[src/rtl/mem_stage_pkg.sv]
// Shared definitions for the MEM stage: load/store operation codes, FSM
// state encoding and small operation-class helpers.
package mem_stage_pkg;

  localparam logic [31:0] ZeroWord = 32'h0000_0000;

  localparam logic [7:0] EXE_LB_OP  = 8'hE0;
  localparam logic [7:0] EXE_LH_OP  = 8'hE1;
  localparam logic [7:0] EXE_LW_OP  = 8'hE3;
  localparam logic [7:0] EXE_LBU_OP = 8'hE4;
  localparam logic [7:0] EXE_LHU_OP = 8'hE5;
  localparam logic [7:0] EXE_SB_OP  = 8'hE8;
  localparam logic [7:0] EXE_SH_OP  = 8'hE9;
  localparam logic [7:0] EXE_SW_OP  = 8'hEB;

  typedef enum logic [1:0] {
    ST_IDLE  = 2'd0,
    ST_BUS   = 2'd1,
    ST_DRAIN = 2'd2,
    ST_DONE  = 2'd3
  } mem_state_e;

  function automatic logic op_is_load(input logic [7:0] op);
    return (op == EXE_LB_OP) || (op == EXE_LBU_OP) || (op == EXE_LH_OP) ||
           (op == EXE_LHU_OP) || (op == EXE_LW_OP);
  endfunction

  function automatic logic op_is_store(input logic [7:0] op);
    return (op == EXE_SB_OP) || (op == EXE_SH_OP) || (op == EXE_SW_OP);
  endfunction

endpackage

[src/rtl/mem_stage_align.sv]
// Combinational data alignment for the MEM stage: byte-lane enables, store
// replication and misalignment detection on the issue side; lane selection
// and sign/zero extension on the load-return side.
module mem_stage_align
  import mem_stage_pkg::*;
(
  input  logic [7:0]  st_aluop_i,
  input  logic [1:0]  st_addr_i,
  input  logic [31:0] st_data_i,
  output logic [3:0]  st_sel_o,
  output logic [31:0] st_wdata_o,
  output logic        misalign_o,
  input  logic [7:0]  ld_aluop_i,
  input  logic [1:0]  ld_addr_i,
  input  logic [31:0] ld_rdata_i,
  output logic [31:0] ld_data_o
);

  logic [31:0] ld_shift;
  logic [7:0]  ld_byte;
  logic [15:0] ld_half;

  // Issue side: lane enables from access size and offset, data replicated to every lane
  always_comb begin
    st_sel_o   = 4'b0000;
    st_wdata_o = ZeroWord;
    misalign_o = 1'b0;
    case (st_aluop_i)
      EXE_LB_OP, EXE_LBU_OP, EXE_SB_OP: begin
        st_sel_o   = 4'b0001 << st_addr_i;
        st_wdata_o = {4{st_data_i[7:0]}};
      end
      EXE_LH_OP, EXE_LHU_OP, EXE_SH_OP: begin
        misalign_o = st_addr_i[0];
        st_sel_o   = st_addr_i[1] ? 4'b1100 : 4'b0011;
        st_wdata_o = {2{st_data_i[15:0]}};
      end
      EXE_LW_OP, EXE_SW_OP: begin
        misalign_o = |st_addr_i;
        st_sel_o   = 4'b1111;
        st_wdata_o = st_data_i;
      end
      default: ;
    endcase
  end

  assign ld_shift = ld_rdata_i >> {ld_addr_i, 3'b000};
  assign ld_byte  = ld_shift[7:0];
  assign ld_half  = ld_addr_i[1] ? ld_rdata_i[31:16] : ld_rdata_i[15:0];

  // Return side: pick the addressed byte/half and extend to a full word
  always_comb begin
    ld_data_o = ld_rdata_i;
    case (ld_aluop_i)
      EXE_LB_OP:  ld_data_o = {{24{ld_byte[7]}}, ld_byte};
      EXE_LBU_OP: ld_data_o = {24'h000000, ld_byte};
      EXE_LH_OP:  ld_data_o = {{16{ld_half[15]}}, ld_half};
      EXE_LHU_OP: ld_data_o = {16'h0000, ld_half};
      default:    ld_data_o = ld_rdata_i;
    endcase
  end

endmodule

[src/rtl/mem_stage.sv]
// MEM pipeline stage: issues loads/stores on the data bus with a req/ack
// handshake, stalls the pipeline while the access is outstanding and
// produces the aligned write-back value. Non-memory ops pass straight through.
module mem_stage
  import mem_stage_pkg::*;
#(
  parameter int TIMEOUT_CYCLES = 64,
  parameter int CNT_W          = 7
) (
  input  logic        clk,
  input  logic        rst,
  input  logic        flush,
  input  logic [4:0]  ex_wd,
  input  logic        ex_wreg,
  input  logic [31:0] ex_wdata,
  input  logic [31:0] ex_mem_addr,
  input  logic [31:0] ex_reg2,
  input  logic [7:0]  ex_aluop,
  input  logic [31:0] ex_pc,
  output logic        dbus_req,
  output logic        dbus_we,
  output logic [31:0] dbus_addr,
  output logic [3:0]  dbus_sel,
  output logic [31:0] dbus_wdata,
  input  logic [31:0] dbus_rdata,
  input  logic        dbus_ack,
  output logic [4:0]  mem_wd,
  output logic        mem_wreg,
  output logic [31:0] mem_wdata,
  output logic [31:0] mem_pc,
  output logic [7:0]  mem_aluop,
  output logic        stallreq,
  output logic        exc_adel,
  output logic        exc_ades,
  output logic        exc_dbe
);

  mem_state_e       state_q, state_d;
  logic [CNT_W-1:0] cnt_q, cnt_d;
  logic             req_q, req_d, we_q, we_d;
  logic [31:0]      addr_q, addr_d, bwdata_q, bwdata_d;
  logic [3:0]       sel_q, sel_d;
  logic [7:0]       aluop_q, aluop_d;
  logic [1:0]       off_q, off_d;
  logic [4:0]       wd_q, wd_d;
  logic             wreg_q, wreg_d, dbe_q, dbe_d;
  logic [31:0]      pc_q, pc_d, alu_q, alu_d, rdata_q, rdata_d;

  logic [3:0]  st_sel;
  logic [31:0] st_wdata, ld_data;
  logic        misalign, is_ld, is_st, timeout;

  assign is_ld   = op_is_load(ex_aluop);
  assign is_st   = op_is_store(ex_aluop);
  assign timeout = (cnt_q == CNT_W'(TIMEOUT_CYCLES - 1));

  mem_stage_align u_align (
    .st_aluop_i (ex_aluop),
    .st_addr_i  (ex_mem_addr[1:0]),
    .st_data_i  (ex_reg2),
    .st_sel_o   (st_sel),
    .st_wdata_o (st_wdata),
    .misalign_o (misalign),
    .ld_aluop_i (aluop_q),
    .ld_addr_i  (off_q),
    .ld_rdata_i (rdata_q),
    .ld_data_o  (ld_data)
  );

  // Next-state, bus register updates and stage outputs for each FSM state
  always_comb begin
    state_d  = state_q;
    cnt_d    = cnt_q;
    req_d    = req_q;
    we_d     = we_q;
    addr_d   = addr_q;
    sel_d    = sel_q;
    bwdata_d = bwdata_q;
    aluop_d  = aluop_q;
    off_d    = off_q;
    wd_d     = wd_q;
    wreg_d   = wreg_q;
    pc_d     = pc_q;
    alu_d    = alu_q;
    rdata_d  = rdata_q;
    dbe_d    = dbe_q;
    mem_wd    = ex_wd;
    mem_wreg  = ex_wreg;
    mem_wdata = ex_wdata;
    mem_pc    = ex_pc;
    mem_aluop = ex_aluop;
    stallreq  = 1'b0;
    exc_adel  = 1'b0;
    exc_ades  = 1'b0;
    exc_dbe   = 1'b0;
    unique case (state_q)
      ST_IDLE: begin
        if (flush) begin
          mem_wreg = 1'b0;
        end else if (is_ld || is_st) begin
          mem_wreg = 1'b0;
          if (misalign) begin
            exc_adel = is_ld;
            exc_ades = is_st;
          end else begin
            stallreq = 1'b1;
            state_d  = ST_BUS;
            cnt_d    = '0;
            req_d    = 1'b1;
            we_d     = is_st;
            addr_d   = {ex_mem_addr[31:2], 2'b00};
            sel_d    = st_sel;
            bwdata_d = st_wdata;
            aluop_d  = ex_aluop;
            off_d    = ex_mem_addr[1:0];
            wd_d     = ex_wd;
            wreg_d   = ex_wreg;
            pc_d     = ex_pc;
            alu_d    = ex_wdata;
            dbe_d    = 1'b0;
          end
        end
      end
      ST_BUS: begin
        stallreq = 1'b1;
        mem_wreg = 1'b0;
        cnt_d    = cnt_q + 1'b1;
        if (dbus_ack) begin
          rdata_d = dbus_rdata;
          req_d   = 1'b0;
          state_d = flush ? ST_IDLE : ST_DONE;
        end else if (timeout) begin
          req_d   = 1'b0;
          dbe_d   = 1'b1;
          state_d = flush ? ST_IDLE : ST_DONE;
        end else if (flush) begin
          state_d = ST_DRAIN;
        end
      end
      ST_DRAIN: begin
        // Flushed access: keep the request alive until the bus finishes it
        mem_wreg = 1'b0;
        cnt_d    = cnt_q + 1'b1;
        if (dbus_ack || timeout) begin
          req_d   = 1'b0;
          state_d = ST_IDLE;
        end
      end
      ST_DONE: begin
        mem_wd    = wd_q;
        mem_pc    = pc_q;
        mem_aluop = aluop_q;
        mem_wdata = op_is_load(aluop_q) ? ld_data : alu_q;
        mem_wreg  = wreg_q & op_is_load(aluop_q) & ~dbe_q & ~flush;
        exc_dbe   = dbe_q;
        state_d   = ST_IDLE;
      end
      default: state_d = ST_IDLE;
    endcase
  end

  // State, bus and capture registers; all cleared by reset
  always_ff @(posedge clk) begin
    if (rst) begin
      state_q  <= ST_IDLE;
      cnt_q    <= '0;
      req_q    <= 1'b0;
      we_q     <= 1'b0;
      addr_q   <= ZeroWord;
      sel_q    <= 4'b0000;
      bwdata_q <= ZeroWord;
      aluop_q  <= 8'h00;
      off_q    <= 2'b00;
      wd_q     <= 5'd0;
      wreg_q   <= 1'b0;
      pc_q     <= ZeroWord;
      alu_q    <= ZeroWord;
      rdata_q  <= ZeroWord;
      dbe_q    <= 1'b0;
    end else begin
      state_q  <= state_d;
      cnt_q    <= cnt_d;
      req_q    <= req_d;
      we_q     <= we_d;
      addr_q   <= addr_d;
      sel_q    <= sel_d;
      bwdata_q <= bwdata_d;
      aluop_q  <= aluop_d;
      off_q    <= off_d;
      wd_q     <= wd_d;
      wreg_q   <= wreg_d;
      pc_q     <= pc_d;
      alu_q    <= alu_d;
      rdata_q  <= rdata_d;
      dbe_q    <= dbe_d;
    end
  end

  assign dbus_req   = req_q;
  assign dbus_we    = we_q;
  assign dbus_addr  = addr_q;
  assign dbus_sel   = sel_q;
  assign dbus_wdata = bwdata_q;

endmodule

[config.mk]
export PLATFORM = sky130hd
export DESIGN_NAME = mem_stage
export DESIGN_NICKNAME = d
export VERILOG_FILES = /design/src/rtl/mem_stage_pkg.sv /design/src/rtl/mem_stage_align.sv /design/src/rtl/mem_stage.sv
export SDC_FILE = /design/constraint.sdc
export NUM_CORES = 1
export LEC_CHECK = 0
export CAP_MARGIN = 20
export CORE_AREA = 3 3 128 130
export CTS_CLUSTER_SIZE = 14
export DETAILED_ROUTE_END_ITERATION = 12
export DIE_AREA = 0 0 131 133
export DONT_BUFFER_PORTS = 1
export PLACE_DENSITY = 0.77
export RECOVER_POWER = 100
export SKIP_CTS_REPAIR_TIMING = 1
export SLEW_MARGIN = 20
export SYNTH_ARGS = -nofsm -noshare
export SYNTH_HDL_FRONTEND = slang
export SYNTH_SLANG_ARGS = --single-unit
[constraint.sdc]
create_clock -name clk -period 3.2 [get_ports clk]
set_clock_uncertainty 0.2 [all_clocks]
set_input_delay 0.8 -clock clk [delete_from_list [all_inputs] [get_ports clk]]
set_output_delay 0.8 -clock clk [all_outputs]
set_load 0.02 [all_outputs]
==> impl_table.tex <==
\begin{tabular}{lr}
\hline
Metric & Value \\
\hline
\multicolumn{2}{l}{\textbf{Run}} \\
Max-cap violations & 0 \\
\multicolumn{2}{l}{\textbf{Cells and area}} \\
Highest-count cells in the layout ignoring fill and taps & 369 x nand2\_1, 211 x a21oi\_1, 185 x dfxtp\_1, 57 x buf\_4, 42 x o21ai\_0 \\
Most common cell after layout, fill and taps aside & nand2\_1 \\
Count of placed standard cells in the final layout, fillers left out & 1450 \\
Inserted Diodes & 0 \\
Fraction of layout instances using a drive strength above 1 & 14.6\% \\
Area overhead of the layout relative to synthesis & 12.6\% \\
Number of nets in the layout & 1410 \\
\multicolumn{2}{l}{\textbf{Synthesis}} \\
Cell area after synthesis & 9160 sq um \\
Share of the synthesized area in the top cell type & 41.5\% \\
Leading register cell type out of synthesis & dfxtp\_1 \\
Yosys synthesis warning count & 0 \\
Flop and latch count out of synthesis & 190 \\
Post-synthesis area per instance & 7.41 sq um \\
Synthesized instance count & 1237 \\
Number of distinct library cells after synthesis & 57 \\
Sequential fraction of the synthesis area & 41.5\% \\
Dominant cells by area after synthesis & dfxtp\_1 42\%, nand2\_1 15\%, a21oi\_1 12\% \\
Library cell occupying the most area in the post-synthesis netlist & dfxtp\_1 \\
Number of flops mapped to enable cells by yosys & 0 \\
Share of synthesized flip-flops with an asynchronous set or reset & 0\% \\
\multicolumn{2}{l}{\textbf{Timing}} \\
F\_max & 315 MHz \\
Number of max-slew violations in the final report & 0 \\
Setup violation total in the final timing report & 0 \\
Unrepaired setup endpoints after global routing & yes \\
Final Hold Violating Endpoints & 0 \\
Clock period minus worst slack & 3.17 ns \\
Ratio of final minimum period to clock period & 99.1\% \\
Slew HR & 6.95\% \\
Slew at the pin closest to its max-slew limit & 1.40 ns \\
\multicolumn{2}{l}{\textbf{GRT}} \\
First-pass GRT wire length & 41400 microns \\
Overflow left after global routing & 0 \\
Antenna violations before repair & 0 \\
Maximum number of pins on one net before global-route repair & 188 \\
Vias in the first global route & 7877 \\
Combined global-route utilization of all metal layers & 29.7\% \\
\multicolumn{2}{l}{\textbf{Clocking}} \\
Total clock sinks & 190 \\
Later-pin clock latency in the skew report & 0.42 ns \\
Number of H-tree levels & 4 \\
CTS root buf & clkbuf\_16 \\
Buffer levels on the longest clock path & 2 \\
Clk slew on worst S/H paths & 0.07 ns \\
CTS tree & done \\
Num CTS Buffers & 17 \\
\multicolumn{2}{l}{\textbf{Drt}} \\
Vias per std cell & 6.00 \\
Remaining antenna violation count & 0 \\
Vias & 8693 \\
Number of DRC markers after the initial detailed-route iteration & 786 \\
Detailed-router iteration count before antenna repair & 9 \\
Remaining design rule violation count & 0 \\
Total routed wirelength & 27400 microns \\
Average detailed-routed wire length per instance & 18.9 microns \\
\multicolumn{2}{l}{\textbf{Worst setup path}} \\
Most used cell, CP & buf\_4 \\
Critical path arrival & 2.17 ns \\
Cell breakdown of the critical path & nor2\_1, nand4b\_1, buf\_4, nor3\_4, buf\_6, a211oi\_2, o22ai\_1, buf\_4 \\
Slowest stage delay, CP & 0.32 ns \\
Crit path capture type & output pin \\
Launch point of the worst reg-to-reg path & state\_q[1]\$\_SDFFE\_PP0P\_ \\
Worst-path cell with the longest stage delay & dfxtp\_1 \\
Worst setup path startpoint & aluop\_q[3]\$\_SDFFE\_PP0P\_ \\
Worst setup SP type & register \\
Required time of the critical path & 2.20 ns \\
Max FO, Critical Path & 8 \\
Worst setup path category & register to output pin \\
\multicolumn{2}{l}{\textbf{Floorplanning}} \\
Initial Utilization & 60.0\% \\
Placeable core region & 15300 sq um \\
IO Count & 330 \\
Height of the die & 133 microns \\
Standard-cell row count & 45 \\
Die footprint & 17400 sq um \\
Width of the die & 131 microns \\
\multicolumn{2}{l}{\textbf{Status}} \\
Result of the run & complete, no violations \\
\multicolumn{2}{l}{\textbf{Power}} \\
Tot Pwr & 5.10 mW \\
Leak pwr & 3.44 nW \\
Highest ir drop seen on vdd & 0.348 mV \\
Areal power density over the cells & 494 nW/um\^{}2 \\
\multicolumn{2}{l}{\textbf{Placed design}} \\
Gpl congestion & 0.903 \\
Port buffer count & 0 \\
Placed wire-length estimate after detailed placement & 19100 microns \\
Placed Cells & 1414 \\
\multicolumn{2}{l}{\textbf{Hold path}} \\
Worst hold path startpoint & rst \\
Path type of the worst min-delay path & primary input to register \\
\hline
\end{tabular}
## critical path, delay by kind of cell (launching register included)
kind | cells | cell delay [ns]
AO/OA/AOI/OAI | 2 | 0.28
flip-flops | 1 | 0.32
AND/OR/NAND/NOR | 3 | 0.57
buffers and inverters | 3 | 0.57
## metrics by stage
stage,hold slack (ns),utilization [%],instance area (sq um),TNS [ns],worst slack [ns]
6_report,0.244,67.6,10300,0,0.0301
5_1_grt,0.214,67.6,10300,-1.05,-0.0922
4_1_cts,0.227,67.0,10200,-1.89,-0.169
3_5_place_dp,0.237,62.8,9580,0,0.281
3_3_place_gp,0.233,62.8,9580,0,0.312
2_1_floorplan,0.233,-,9170,0,0.0132
## synthesized netlist by cell type, types with 2 or more instances
cell type / instances
a2111oi_0: 2
nor2_1: 37
nand2_1: 370
a21oi_1: 213
buf_2: 16
mux2i_1: 9
o21ba_2: 7
nor4_1: 6
or3_1: 9
clkbuf_1: 72
a21boi_0: 9
nand4b_1: 3
o21a_1: 2
buf_1: 6
o21ai_0: 41
and3_1: 2
a311oi_1: 2
nor3_1: 3
a21o_1: 2
mux2_2: 46
nand4_1: 2
a32o_1: 2
dfxtp_1: 190
buf_6: 2
buf_4: 4
or2_2: 2
inv_1: 42
nand2b_1: 11
a211oi_1: 17
o22ai_1: 38
ha_1: 6
nand3b_1: 7
nor2b_1: 5
nand3_1: 21
a31oi_1: 2
a222oi_1: 8
## logic make-up (layout without fill, tap and decap cells)
logic type | count (synthesis) | in the layout | synth area share, %
XOR/XNOR | 1 | 1 | 0.0956
flip-flops | 190 | 190 | 41.5
AND/OR/NAND/NOR | 484 | 484 | 21.9
adder cells (fa/ha/maj) | 6 | 6 | 0.820
multiplexers | 55 | 55 | 6.64
AO/OA/AOI/OAI | 358 | 358 | 22.6
buffers and inverters | 142 | 143 | 6.37
other | 1 | 2 | 0.0409
## area by class of cell
cell class              instances  area, sq um
multi-input cells             906         4920
clock buffers                  17          425
repair buffers                 69          528
inverters                      42          158
fillers                      1307         4940
flip-flops and latches        190         3810
well taps                     211          264
clock inverters                15          214
## state kept, by name, summed over array words and instances, names as in the netlist
signal      flops
dbus_sel        4
dbus_req        1
alu_q          32
state_q         2
dbe_q           1
wd_q            5
wreg_q          1
dbus_we         1
pc_q           32
rdata_q        32
aluop_q         8
dbus_addr      30
off_q           2
dbus_wdata     32
cnt_q           7
## metal layers
metal / GRT usage [%] / part of all wire [%] / vias to the layer above
met4: 9.20 / 2.7 / 0
met2: 49.3 / 51 / 404
met3: 9.29 / 9.3 / 52
li1: - / - / 4187
met5: 0 / 0 / -
met1: 36.6 / 37 / 4050
## power by group
group          internal, mW  leakage, nW  switching, mW
Combinational         0.151         1.60          0.260
Sequential             2.40         1.54         0.0459
Clock                  1.21        0.305           1.03
Total                  3.76         3.44           1.33
## final timing paths
check | to | slack (ns) | depth (start not counted)
setup / recovery | mem_wdata[24] | 0.03 | 8
hold / removal | wd_q[4]$_SDFFE_PP0P_ | 0.24 | 1
setup reg to reg | pc_q[11]$_SDFFE_PP0P_ | 0.11 | 9
hold reg to reg | alu_q[31]$_SDFFE_PP0P_ | 0.25 | 2
Note: power is estimated with default switching activity, not from simulation.
